==> config.mk <==
export PLATFORM = sky130hd
export DESIGN_NAME = qb_core
export DESIGN_NICKNAME = d
export VERILOG_FILES = /design/src/rtl/qb_core_pkg.sv /design/src/rtl/qb_bit_counter.sv /design/src/rtl/qb_core.sv
export SDC_FILE = /design/constraint.sdc
export NUM_CORES = 1
export LEC_CHECK = 0
export BUFFER_PORTS_ARGS = -buffer_cell sky130_fd_sc_hd__buf_2
export CORE_AREA = 2 2 39 41
export CTS_CLUSTER_SIZE = 10
export DETAILED_ROUTE_END_ITERATION = 8
export DIE_AREA = 0 0 41 43
export HOLD_SLACK_MARGIN = 0.06
export PLACE_DENSITY_LB_ADDON = 0.08
export SYNTH_ARGS = -nofsm -noshare
export SYNTH_HDL_FRONTEND = slang
export SYNTH_SLANG_ARGS = --single-unit
export TNS_END_PERCENT = 20
==> constraint.sdc <==
create_clock -name clk -period 1.25 [get_ports clk]
set_input_delay 0.1875 -clock clk [delete_from_list [all_inputs] [get_ports clk]]
set_output_delay 0.1875 -clock clk [all_outputs]
set_load 0.01 [all_outputs]
==> src/rtl/qb_core_pkg.sv <==
// Shared constants and elaboration-time helpers for the serial byte collector.
package qb_core_pkg;

    localparam int QB_DEFAULT_WIDTH = 8;

    // True when w is a power of two no smaller than 2.
    function automatic bit qb_is_pow2(input int w);
        return (w >= 2) && ((w & (w - 1)) == 0);
    endfunction

endpackage

==> src/rtl/qb_bit_counter.sv <==
// Modulo-WIDTH bit counter with enable and asynchronous reset; flags the last bit slot.
module qb_bit_counter
    import qb_core_pkg::*;
#(
    parameter int WIDTH = QB_DEFAULT_WIDTH,
    localparam int CW = $clog2(WIDTH)
) (
    input  logic          clk,
    input  logic          rst,
    input  logic          en,
    output logic [CW-1:0] cnt,
    output logic          tc
);

    // WIDTH is a power of two, so the natural binary rollover is the modulo wrap.
    always_ff @(posedge clk or posedge rst) begin
        if (rst) begin
            cnt <= '0;
        end else if (en) begin
            cnt <= cnt + CW'(1);
        end
    end

    assign tc = (cnt == CW'(WIDTH - 1));

endmodule

==> src/rtl/qb_core.sv <==
// Serial-to-parallel collector: MSB-first shift register with a word-complete carry-out.
module qb_core
    import qb_core_pkg::*;
#(
    parameter int WIDTH = QB_DEFAULT_WIDTH
) (
    input  logic             rst,
    input  logic             en,
    input  logic             si,
    input  logic             clk,
    output logic [WIDTH-1:0] out,
    output logic             co
);

    localparam int CW = $clog2(WIDTH);

    logic [CW-1:0] cnt;
    logic          tc;

    if (!qb_is_pow2(WIDTH)) begin : g_width_check
        $error("qb_core: WIDTH must be a power of two >= 2");
    end

    qb_bit_counter #(.WIDTH(WIDTH)) u_cnt (
        .clk (clk),
        .rst (rst),
        .en  (en),
        .cnt (cnt),
        .tc  (tc)
    );

    // First bit received migrates to the MSB after WIDTH enabled shifts.
    always_ff @(posedge clk or posedge rst) begin
        if (rst) begin
            out <= '0;
        end else if (en) begin
            out <= {out[WIDTH-2:0], si};
        end
    end

    // co is high during the cycle whose rising edge captures the final bit of a word.
    assign co = en & tc;

endmodule

# ---- Word level (Yosys, flattened, before mapping)
# Cells that the tools add are included.
dict set report classes {
  add_sub_neg 1
  n_eq_ne 1
  n_bitwise 1
}
# cell n
set ops {}
lappend ops {{adder 3 x 1 -> 3 bit, second input constant} 1}
lappend ops {{equality test 3 bit, second input constant} 1}
lappend ops {{AND 1 bit} 1}
dict set report word_totals {
  regBits 11
  in_bits 4
  output_inout_bits 9
  wordCells 5
}

# ---- Depth between registers and ports, before layout
dict set report logic_depth {
  ltp_word 2
  ltp_mapped 3
  ltp_nobuf 3
}

# ---- Modules after synthesis
# Synthesis repeated with hierarchy kept, for this count alone.
dict set report unflattened {
  cells_unflattened 28
  area_unflattened_um2 478.0
}
# mod n_inst cells_each area_per_inst_um2 seq_area_each_um2
set by_module_without_submodules {}
lappend by_module_without_submodules {qb_core 1 19 342.8 200.2}
lappend by_module_without_submodules {qb_bit_counter 1 9 135.1 75.1}

# ---- Least setup slack after synthesis
# OpenSTA, ideal clock, no wires.
dict set report synth_path {
  path_type {register to register}
  startpoint {reg u_cnt.cnt[0]}
  endpoint {reg u_cnt.cnt[2]}
  setup_time_ns 0.125
  arrival_time_ns 1.063
  required_ns 1.125
  path_slack_ns 0.062
  path_stages_with_launch 4
  n_path_buf 0
  synth_period_minus_slack_ns 1.188
  cell_sequence {dfrtp_1 -> ha_1 -> ha_1 -> mux2_4}
}
dict set report synth_via {
  elab_chain_len 1
}
# item line_no
set synth_rtl {}
lappend synth_rtl {{start: declaration} qb_bit_counter.sv:11} ;# output logic [CW-1:0] cnt,
lappend synth_rtl {{start signal: assignment} qb_bit_counter.sv:20} ;# cnt <= cnt + CW'(1);
lappend synth_rtl {{adder 3 x 1 -> 3 bit} qb_bit_counter.sv:20}
# No other way between the ends.
# A chain may end at the register's enable or synchronous reset.

# ---- Final worst setup path
dict set report layout_path {
  startpoint {reg u_cnt.cnt[0]}
  endpoint {out co}
}
dict set report layout_via {
  elab_chain_len 2
}
# item line_no
set layout_rtl {}
lappend layout_rtl {{equality test 3 bit} qb_bit_counter.sv:24} ;# assign tc = (cnt == CW'(WIDTH - 1));
lappend layout_rtl {{AND 1 bit} qb_core.sv:42} ;# assign co = en & tc;
lappend layout_rtl {{end: declaration} qb_core.sv:12} ;# output logic co
# No other way between the ends.

==> out/metrics.csv <==
stage,metric,value,unit
cts,clock_latency,0.25,ns
pwr,intPower,906,uW
final_layout,final_cells,61,
pwr,irDropWorstVdd,0.000710,V
worst_setup_path,critical-path-slowest-cell,dfrtp_1,
status,status,"complete, but fails checks",
detailed_routing,ant_nets,0,
grt,grt_use_total,11.5,%
floorplanning,rows,14,
pwr,switchingPower,357,uW
timing,fin_ws,-0.183,ns
run,maxCapViolCount,0,
final_layout,nets,52,
synth,yosysSeqAreaShare,58.0,%
worst_setup_path,cp_data_arrival_time,1.25,ns
synth,synth_top_cell_by_area,dfrtp_1,
detailed_routing,drt-pass1-iter-count,3,
grt,grt_overflow,0,
timing,period_needed,1.43,ns
cts,cts_root_buf,clkbuf_4,
grt,grt_pass1_vias,296,
worst_setup_path,critPathKind,flop to output port,
timing,slew_headroom,72.2,%
timing,timing_hold_violations_final,0,
timing,clock_skew,0.00181,ns
grt,antenna_found_initial,0,
pwr,power.density,2050,mW/mm^2
worst_setup_path,critPathLaunchType,flop,
grt,grt_pass1_wl,1.35,mm
synth,synth_area_leaders,"dfrtp_1 (58%), mux2_4 (25%), ha_1 (5.3%), mux2_2 (4.7%), buf_6 (2.4%)",
worst_setup_path,crit_required,1.06,ns
final_layout,antenna_cells,0,
detailed_routing,vias_per_cell,4.46,
hold_path,hp-class,primary input to flop,
final_layout,fillers,130,
grt,grt-busiest-layer,met2,
pwr,power_leakage,0.000310,uW
synth,synth.avg_cell_area,17.6,sq um
synth,synth_cells,27,
synth,yosys_register_bits,11,
pwr,swShare,28.3,%
grt,grtUsageMet3,4.71,%
place,placed_cells,54,
timing,slew_viol_final,0,
timing,min_period_over_period,115,%
cts,cts_max_level,1,
floorplanning,dieWidth,41,um
detailed_routing,drc,0,
detailed_routing,wl,745,um
worst_setup_path,worstPathCellList,ha_2 -> ha_4 -> and2_4 -> buf_6,
detailed_routing,wl_per_cell,12.2,um
place,gp_congestion,0.571,
grt,use_met1,15.9,%
synth,yosysTopAreaCellShare,58.0,%
pwr,clockPowerShare,17.8,%
grt,met2_usage,16.9,%
timing,worstMarginPinSlew,0.416,ns
timing,rsz0062_at_grt,true,
status,violations,negative setup slack,
pwr,power_frac_seq,44.9,%
cts,cts_tree,done,
final_layout,drive_gt1_share,66.7,%
final_layout,fin_util,44.6,%
final_layout,syn_to_final_growth,30.1,%
cts,numCtsBuffers,3,
timing,fmax,698,MHz
synth,syn_area,474,sq um
worst_setup_path,endpoint_kind,output port,
timing,finalSetupViolations,1,
floorplanning,die_h,43,um
worst_setup_path,worstPathMaxFanout,2,
synth,synth_warnings,0,
grt,grt_max_degree,13,
place,port_buffers,12,
floorplanning,io_pins,13,
cts,cts_max_path_buffers,2,
worst_setup_path,r2r_cells,3,
floorplanning,dieArea,0.00176,sq mm
detailed_routing,vias,272,
hold_path,hold_path_depth,2,
cts,clk_pin_slew,0.06,ns
floorplanning,start_util,34.3,%
pwr,pwr-share-comb,37.2,%
synth,syn_nets,33,
final_layout,final_cell_mix,"buf_2 (11), dfrtp_1 (11), mux2_4 (8), clkbuf_4 (3)",
floorplanning,core-area,0.00138,sq mm
synth,yosysUniqueCellTypes,8,
cts,numClockSinks,11,
detailed_routing,first_iter_violations,3,
worst_setup_path,slowest_delay,0.39,ns
-- cells in the mapped netlist --
cell type and n:
mux2_4 8, mux2_2 2, and2_2 1, ha_1 2, xor2_1 1, inv_1 1
buf_6 1, dfrtp_1 11
-- routing by layer --
layer	vias up	part of all wire, %
met3	0	8.2
li1	130	-
met2	8	51
met4	0	0
met1	134	41
met5	-	0
-- state kept, by name, summed over array words and instances (netlist names) --
register and count:
u_cnt.cnt 3, out 8
-- final timing paths --
path                         startpoint            to  slack [ns]
max in group asynchronous           rst        out[0]        0.48
min reg2reg                      out[7]        out[7]        0.51
max                        u_cnt.cnt[0]            co       -0.18
min                                  si        out[0]        0.16
min in group asynchronous           rst        out[5]        0.48
max reg2reg                u_cnt.cnt[0]  u_cnt.cnt[2]        0.10
-- critical path: cells and delay by family (launching register included) --
kind | cells | cell delay (ns)
flip-flops | 1 | 0.39
buffers and inverters | 1 | 0.11
adder cells (fa/ha/maj) | 2 | 0.35
AND/OR/NAND/NOR | 1 | 0.14
-- cell type report --
class	count	area (sq um)	area share (%)
inverter	1	3.75	0.609
timing repair buffer	15	91.3	14.8
clock buffer	4	26.3	4.26
tap	16	20.0	3.25
sequential	11	275	44.6
multi-input combinational	14	200	32.5
-- repair_timing --
| action | 4_1_cts | 5_1_grt |
|---|---|---|
| endpoints found under the setup margin | 1 | 1 |
| resized for setup | 4 | 1 |
| endpoints found under the hold margin | 11 | 0 |
| pin swaps | 1 | 1 |
| hold buffers | 1 | 0 |
| cloned | 0 | 0 |
| setup buffers | 2 | 0 |
-- per-stage QoR --
stage	worst slack (ns)	power (uW)	instance area (sq um)	hold WS, ns	setup TNS (ns)
after floorplan	0.0621	815	474	0.0399	0
after global placement	0.0275	915	543	0.183	0
after detailed placement	0.00218	955	543	0.197	0
after CTS	-0.196	1270	607	0.146	-0.196
after global routing	-0.238	1370	617	0.162	-0.238
final	-0.183	1260	617	0.163	-0.183
-- logic make-up (layout without fill, tap and decap cells) --
kind of cell  after synthesis  count (layout)  share of synthesized area [%]
buf+inv                     2              20                           3.17
mux                        10              10                           30.1
xor+xnor                    1               1                           1.85
fa+ha+maj                   2               2                           5.28
flops                      11              11                           58.0
simple gates                1               1                           1.58
-- power groups by stage --
| stage | combinational, uW | sequential [uW] | clock (uW) |
|---|---|---|---|
| after floorplan | 229 | 586 | 0 |
| after global placement | 360 | 556 | 0 |
| after detailed placement | 383 | 572 | 0 |
| after CTS | 460 | 563 | 243 |
| after global routing | 515 | 593 | 262 |
| final | 470 | 568 | 225 |
Note: power is estimated with default switching activity, not from simulation.
